==> src/rtl/msk_aes_key_share_loader_if.sv <==
//------------------------------------------------------------------------------
// Module   : msk_aes_key_share_loader_if
// Brief    : Word-stream input and shared-key output bundle of the key loader.
// Revision : 1.0 - initial release
//------------------------------------------------------------------------------
`default_nettype none

interface msk_aes_key_share_loader_if #(
    parameter int D = 2
);
    logic [31:0]      in_data;
    logic             in_valid;
    logic             in_ready;
    logic [128*D-1:0] sh_key;
    logic             key_valid;
    logic             key_ready;

    // slave: the loader itself; master: upstream word source plus downstream key consumer
    modport slave (
        input  in_data,
        input  in_valid,
        input  key_ready,
        output in_ready,
        output sh_key,
        output key_valid
    );

    modport master (
        output in_data,
        output in_valid,
        output key_ready,
        input  in_ready,
        input  sh_key,
        input  key_valid
    );
endinterface

`default_nettype wire

==> src/rtl/msk_aes_key_share_loader.sv <==
//------------------------------------------------------------------------------
// Module   : msk_aes_key_share_loader
// Brief    : Collects a D-share 128-bit key from a 32-bit word stream, scatters
//            it into the bit-interleaved share layout and hands it downstream.
// Revision : 1.0 - initial release
//------------------------------------------------------------------------------
`default_nettype none

module msk_aes_key_share_loader #(
    parameter int D = 2
) (
    input  logic                           clk,
    input  logic                           rst_n,
    input  logic                           flush,
    msk_aes_key_share_loader_if.slave      bus
);

    localparam int NW = 4 * D;
    localparam int CW = $clog2(NW);
    localparam int KW = 128 * D;

    localparam logic [0:0]    c_LOAD = 1'b0;
    localparam logic [0:0]    c_FULL = 1'b1;
    localparam logic [CW-1:0] c_LAST = CW'(NW - 1);

    logic [0:0]    state_q, state_d;
    logic [CW-1:0] cnt_q,   cnt_d;
    logic [KW-1:0] key_q,   key_d;

    logic w_in_ready;
    logic w_accept;
    logic w_handoff;

    // Ready is held low while rst_n is asserted even though the state already reads LOAD.
    assign w_in_ready = (state_q == c_LOAD) && rst_n;
    assign w_accept   = w_in_ready && bus.in_valid && !flush;
    assign w_handoff  = (state_q == c_FULL) && bus.key_ready && !flush;

    always_comb begin
        state_d = state_q;
        cnt_d   = cnt_q;
        key_d   = key_q;
        if (flush) begin
            state_d = c_LOAD;
            cnt_d   = '0;
            key_d   = '0;
        end else begin
            case (state_q)
                c_LOAD: begin
                    if (w_accept) begin
                        // Word w = 4*s + c: byte r of the word is key byte 4*c + r of share s.
                        for (int s = 0; s < D; s++) begin
                            for (int c = 0; c < 4; c++) begin
                                if (cnt_q == CW'(4 * s + c)) begin
                                    for (int r = 0; r < 4; r++) begin
                                        for (int b = 0; b < 8; b++) begin
                                            key_d[8*D*(4*c+r) + D*b + s] = bus.in_data[8*r + b];
                                        end
                                    end
                                end
                            end
                        end
                        if (cnt_q == c_LAST) begin
                            cnt_d   = '0;
                            state_d = c_FULL;
                        end else begin
                            cnt_d = cnt_q + CW'(1);
                        end
                    end
                end
                c_FULL: begin
                    if (w_handoff) begin
                        key_d   = '0;
                        state_d = c_LOAD;
                    end
                end
                default: begin
                    state_d = c_LOAD;
                    cnt_d   = '0;
                    key_d   = '0;
                end
            endcase
        end
    end

    always_ff @(posedge clk or negedge rst_n) begin
        if (!rst_n) begin
            state_q <= c_LOAD;
            cnt_q   <= '0;
            key_q   <= '0;
        end else begin
            state_q <= state_d;
            cnt_q   <= cnt_d;
            key_q   <= key_d;
        end
    end

    assign bus.in_ready  = w_in_ready;
    assign bus.key_valid = (state_q == c_FULL);
    // Partial keys never leave the block.
    assign bus.sh_key    = (state_q == c_FULL) ? key_q : '0;

endmodule

`default_nettype wire

==> src/flat_wrapper.sv <==
// flat-port wrapper written by rule: the top's interface ports become plain ports
module msk_aes_key_share_loader_flat 
#(
    parameter int D = 2
)
  (clk, rst_n, flush, bus_in_data, bus_in_valid, bus_key_ready, bus_in_ready, bus_sh_key, bus_key_valid);
  msk_aes_key_share_loader_if #(.D(D)) bus_i ();
  input  logic clk;
  input  logic rst_n;
  input  logic flush;
  input wire logic [$bits(bus_i.in_data)-1:0] bus_in_data;
  input wire logic [$bits(bus_i.in_valid)-1:0] bus_in_valid;
  input wire logic [$bits(bus_i.key_ready)-1:0] bus_key_ready;
  output wire logic [$bits(bus_i.in_ready)-1:0] bus_in_ready;
  output wire logic [$bits(bus_i.sh_key)-1:0] bus_sh_key;
  output wire logic [$bits(bus_i.key_valid)-1:0] bus_key_valid;
  assign bus_i.in_data = bus_in_data;
  assign bus_i.in_valid = bus_in_valid;
  assign bus_i.key_ready = bus_key_ready;
  assign bus_in_ready = bus_i.in_ready;
  assign bus_sh_key = bus_i.sh_key;
  assign bus_key_valid = bus_i.key_valid;
  msk_aes_key_share_loader #(.D(D)) u_core (.clk(clk), .rst_n(rst_n), .flush(flush), .bus(bus_i));
endmodule
==> config.mk <==
export PLATFORM = sky130hd
export DESIGN_NAME = msk_aes_key_share_loader_flat
export DESIGN_NICKNAME = d
export VERILOG_FILES = /design/src/rtl/msk_aes_key_share_loader_if.sv /design/src/rtl/msk_aes_key_share_loader.sv /design/src/flat_wrapper.sv
export SDC_FILE = /design/constraint.sdc
export NUM_CORES = 1
export LEC_CHECK = 0
export CAP_MARGIN = 20
export CORE_MARGIN = 10
export CORE_UTILIZATION = 30
export CTS_BUF_LIST = sky130_fd_sc_hd__clkbuf_2
export CTS_CLUSTER_SIZE = 30
export DETAILED_ROUTE_END_ITERATION = 6
export PLACE_DENSITY = 0.59
export SYNTH_ARGS = -nofsm -noshare
export SYNTH_HDL_FRONTEND = slang
export SYNTH_SLANG_ARGS = --single-unit
==> constraint.sdc <==
create_clock -name clk -period 2.2 [get_ports clk]
set_input_delay 0.22 -clock clk [delete_from_list [all_inputs] [get_ports clk]]
set_output_delay 0.22 -clock clk [all_outputs]
set_load 0.01 [all_outputs]
Yosys cells after proc, flatten, opt, wreduce, memory -nomap -nowiden
Cells that the tools add are included.
{"block": "word_totals", "inputBits": 37, "ff_bits": 260, "output_inout_bits": 258, "elab_cells": 317}
{"block": "op_classes", "n_bitwise": 1, "reduce_logical": 17, "add_sub_neg": 1, "mux": 270, "n_eq_ne": 18}
{"operator": "two-way mux 256 bit", "count": 4}
{"operator": "case mux 256 bit (2 select lines)", "count": 1}
{"operator": "two-way mux 1 bit", "count": 260}
{"operator": "inequality test 3 bit, second input constant", "count": 9}
{"operator": "AND reduction 3 bit", "count": 8}
{"operator": "equality test 3 bit, second input constant", "count": 4}
{"operator": "two-way mux 3 bit", "count": 4}
{"operator": "equality test 3 x 2 -> 1 bit, second input constant", "count": 2}
{"operator": "logical AND 1 bit", "count": 5}
{"operator": "adder 3 x 1 -> 3 bit, second input constant", "count": 1}
{"operator": "equality test 3 x 1 -> 1 bit, second input constant", "count": 1}
{"operator": "logical NOT 3 bit", "count": 1}
{"operator": "inequality test 3 x 2 -> 1 bit, second input constant", "count": 1}
{"operator": "inequality test 2 bit, second input constant", "count": 1}
{"operator": "case mux 1 bit (2 select lines)", "count": 1}
{"operator": "AND reduction 2 bit", "count": 1}
{"operator": "nonzero test 2 bit", "count": 1}
{"operator": "logical NOT 1 bit", "count": 1}
{"operator": "inverter 1 bit", "count": 1}

Longest topological paths before layout
{"block": "logic_depth", "word_depth": 7, "ltp_mapped": 7, "depth_no_buf": 5}

Least setup slack after synthesis
OpenSTA, ideal clock, no wires.
{"block": "synth_timing", "path_kind": "flip-flop to flip-flop", "start": "reg u_core.cnt_q[0]", "end": "reg u_core.key_q[217]", "setup_ps": 77, "arrival_time_ps": 1513, "slack_ps": 610, "required_time_ps": 2123, "path_stages_with_launch": 8, "period_less_slack_ps": 1590, "path_buffers": 2, "cell_sequence": "dfrtp_1 ha_1 ha_1 nand4b_1 buf_2 buf_1 nand3_1 o21ai_1"}
{"block": "synth_between", "elab_chain_len": 3}
{"item": "start: declaration", "line": "msk_aes_key_share_loader.sv:27", "source": "logic [CW-1:0] cnt_q, cnt_d;"}
{"item": "start signal: assignment", "line": "msk_aes_key_share_loader.sv:93", "source": "cnt_q <= cnt_d;"}
{"item": "equality test 3 bit", "line": "msk_aes_key_share_loader.sv:54", "source": "if (cnt_q == CW'(4 * s + c)) begin"}
{"item": "inequality test 3 bit (no line)"}
{"item": "AND reduction 3 bit (no line)"}
{"item": "end signal: assignment", "line": "msk_aes_key_share_loader.sv:94", "source": "key_q <= key_d;"}
{"item": "end: declaration", "line": "msk_aes_key_share_loader.sv:28", "source": "logic [KW-1:0] key_q, key_d;"}
No other way between the ends.
A chain may end at the register's enable or synchronous reset.

Worst setup path after layout
{"block": "layout_timing", "start": "reg u_core.state_q (netlist: u_core.bus.key_valid)", "end": "out bus_sh_key[220]"}
{"block": "layout_between", "elab_chain_len": 1}
{"item": "start: declaration", "line": "msk_aes_key_share_loader.sv:26", "source": "logic [0:0] state_q, state_d;"}
{"item": "start signal: assignment", "line": "msk_aes_key_share_loader.sv:88", "source": "state_q <= c_LOAD;"}
{"item": "start signal: assignment", "line": "msk_aes_key_share_loader.sv:92", "source": "state_q <= state_d;"}
{"item": "two-way mux 256 bit", "line": "msk_aes_key_share_loader.sv:101", "source": "assign bus.sh_key = (state_q == c_FULL) ? key_q : '0;"}
{"item": "end: declaration", "line": "flat_wrapper.sv:15", "source": "output wire logic [$bits(bus_i.sh_key)-1:0] bus_sh_key;"}
No other way between the ends.

==> results.md <==
- Final Total Pwr: 9.23 mW
- Worst slew pin tran: 798 ps
- Synth Instances: 1019
- Routed vias: 9903
- Synthesized Nets: 1062
- Pint: 6.56 mW
- Register area share after synthesis: 0.548
- LEAKAGE: 8.18 nW
- Most common cell after layout, fill and taps aside: dfrtp_1
- Core Footprint: 38900 sq um
- CP Data Required Time: 1980 ps
- Post-Route WL: 46400 um
- Initial DRT Pass Iterations: 5
- Hold_ws: 91.4 ps
- Clock buffer depth: 3
- Finished Core Util: 0.423
- Post-Route Skew: 57.8 ps
- Die footprint: 47900 sq um
- Clk pwr share: 0.385
- Sw frac: 0.289
- Hold crit path type: input pin to async pin
- Place WS: 70.9 ps
- Placer Congestion: 0.754
- Dpl hpwl: 28400 um
- Vias in the first global route: 10100
- Critical Path Slowest Stage Cell: dfrtp_4
- CTS Buf Count: 75
- Wire per inst: 24.4 um
- Sw power: 2.67 mW
- Row cnt: 72
- Final min period: 2450 ps
- First-pass GRT wire length: 67300 um
- Cell Area, Synth: 11900 sq um
- Top_reg_cell synth: dfrtp_1
- CP max stage delay: 530 ps
- Total gr overflow: 0
- Clock-pin slew on the worst setup and hold paths: 110 ps
- Clock root buffer: clkbuf_2
- TritonCTS clock tree: yes
- Top Ports: 295
- Total GRT Usage: 0.185
- Arr. time, crit path: 2230 ps
- MaxCap Viol Count: 0
- 1st-iter DRT viols: 680
- Fin nets: 1381
- Failing checks: setup timing
- Slew Viols, Final: 0
- Cells along the critical path: buf_12 -> buf_12 -> buf_16 -> buf_12 -> and2_4 -> buf_6
- Area grow syn2layout: 38.6%
- Tcrit/Tclk final: 1.11
- Area occupied by registers: 6510 sq um
- Fin. Hold Viols: 0
- Largest net degree at the start of global routing: 139
- PortBufs: 294
- Multi-input logic area: 5010 sq um
- Max VDD drop: 0.266 mV
- Worst Setup End Kind: primary output
- # fillers: 3852
- Crit start category: flip-flop
- Share of post-route cells with drive strength above 1: 0.391
- Avg Inst Size Synth: 11.7 sq um
- Clock latency on the worst-skew pair: 910 ps
- Relative slew slack: 0.468
- Asr flop ratio synth: 1.00
- Finish-stage setup viols: 239
- Status: complete, but fails checks
- Antenna-violating nets left: 0
- Logic pwr share: 0.087
- Fmax: 408 MHz
- Critical path's most frequent cell: buf_12
- DR vias/cell: 5.21
- Die H: 219 um
- Initial antenna violation count: 1
- Reg power frac: 0.528
- PnR worst setup slack: -249 ps
- Setup_tns: -25870 ps
- PD cells: 561 nW/um^2
- Worst Setup Path Type: flip-flop to primary output
- H-tree depth: 3
- Max FO, Critical Path: 7
- YS warnings: 0
- Number of flops mapped to enable cells by yosys: 0
- #FFs+latches synth: 260
- Die width: 219 um
- Most frequent cells in the layout: dfrtp_1, a32o_1, and2_1, clkbuf_2, buf_2
- RSZ-0062 raised after global routing: yes
- Initial cell density of the core: 0.305
- DRC: 0
- Yosys cell types: 35
- Sink Count: 260
==> cell usage after synthesis (5+ instances only) <==
cell type / n / area share
clkbuf_1: 33 / 0.010
o21ai_1: 32 / 0.013
buf_6: 10 / 0.0095
a32o_1: 160 / 0.13
and2_1: 256 / 0.13
buf_1: 37 / 0.012
dfrtp_1: 260 / 0.55
ha_1: 6 / 0.0063
buf_4: 5 / 0.0032
a22o_1: 64 / 0.047
nand2b_1: 34 / 0.018
nand3_1: 32 / 0.013
buf_2: 54 / 0.023
==> power groups by stage <==
stage | combinational (mW) | clock, mW | sequential [mW]
2_1_floorplan | 0.375 | 0 | 4.95
3_3_place_gp | 0.744 | 0 | 4.96
3_5_place_dp | 0.749 | 0 | 4.96
4_1_cts | 0.758 | 3.74 | 4.87
5_1_grt | 0.865 | 4.03 | 4.88
6_report | 0.807 | 3.55 | 4.87
==> sequential cells by signal (all words and copies together), names as in the netlist <==
name and cells:
u_core.key_q 256, u_core.cnt_q 3, u_core.bus.key_valid 1
==> layout make-up <==
class / count / area share
flip-flops and latches: 260 / 0.396
multi-input cells: 616 / 0.304
clock inverters: 19 / 0.00776
repair buffers: 381 / 0.221
diodes: 1 / 0.000152
well taps: 518 / 0.0394
inverters: 4 / 0.000913
clock buffers: 102 / 0.0310
==> logic make-up after synthesis <==
kind of cell    share of synthesized area
compound gates                      0.208
xor+xnor                         0.000738
fa+ha+maj                         0.00632
buf+inv                            0.0588
flops                               0.548
simple gates                        0.179
==> worst paths after layout <==
path / start / endpoint / slack [ps] / depth (start not counted)
worst max register to register: u_core.bus.key_valid$_DFF_PN0_ / u_core.key_q[0]$_DFFE_PN0P_ / 40 / 7
worst max-delay path: u_core.bus.key_valid$_DFF_PN0_ / bus_sh_key[220] / -250 / 6
max in group asynchronous: rst_n / u_core.key_q[169]$_DFFE_PN0P_ / 930 / 4
worst min-delay path: rst_n / u_core.key_q[211]$_DFFE_PN0P_ / 90 / 3
min in group clk: bus_in_data[6] / u_core.key_q[205]$_DFFE_PN0P_ / 160 / 3
worst min register to register: u_core.key_q[191]$_DFFE_PN0P_ / u_core.key_q[191]$_DFFE_PN0P_ / 490 / 1
==> worst max-delay path: cells and delay by family, from the launching register on <==
family,cells,cell delay (ps)
buffers and inverters,5,680
AND/OR/NAND/NOR,1,130
flip-flops,1,530
==> routing by layer <==
metal	global-route usage	routed length [um]	vias up
li1	-	-	4360
met1	0.232	19400	5082
met2	0.299	22600	406
met3	0.0506	3570	55
met4	0.0650	935	0
met5	0	0	-
==> metrics by stage <==
stage | cells | area (sq um)
after CTS | 1892 | 16100
after global placement | 1735 | 15400
after floorplan | 1019 | 11900
after global routing | 1901 | 16400
final | 1901 | 16400
after detailed placement | 1735 | 15400
==> what timing repair did <==
action,CTS,global route
buffers inserted,19,12
pin swaps,0,2
resized for setup,902,267
hold endpoints to repair,307,0
hold buffers,5,0
cloned,12,5
endpoints found under the setup margin,258,453
Power figures use the tool's default switching activity.
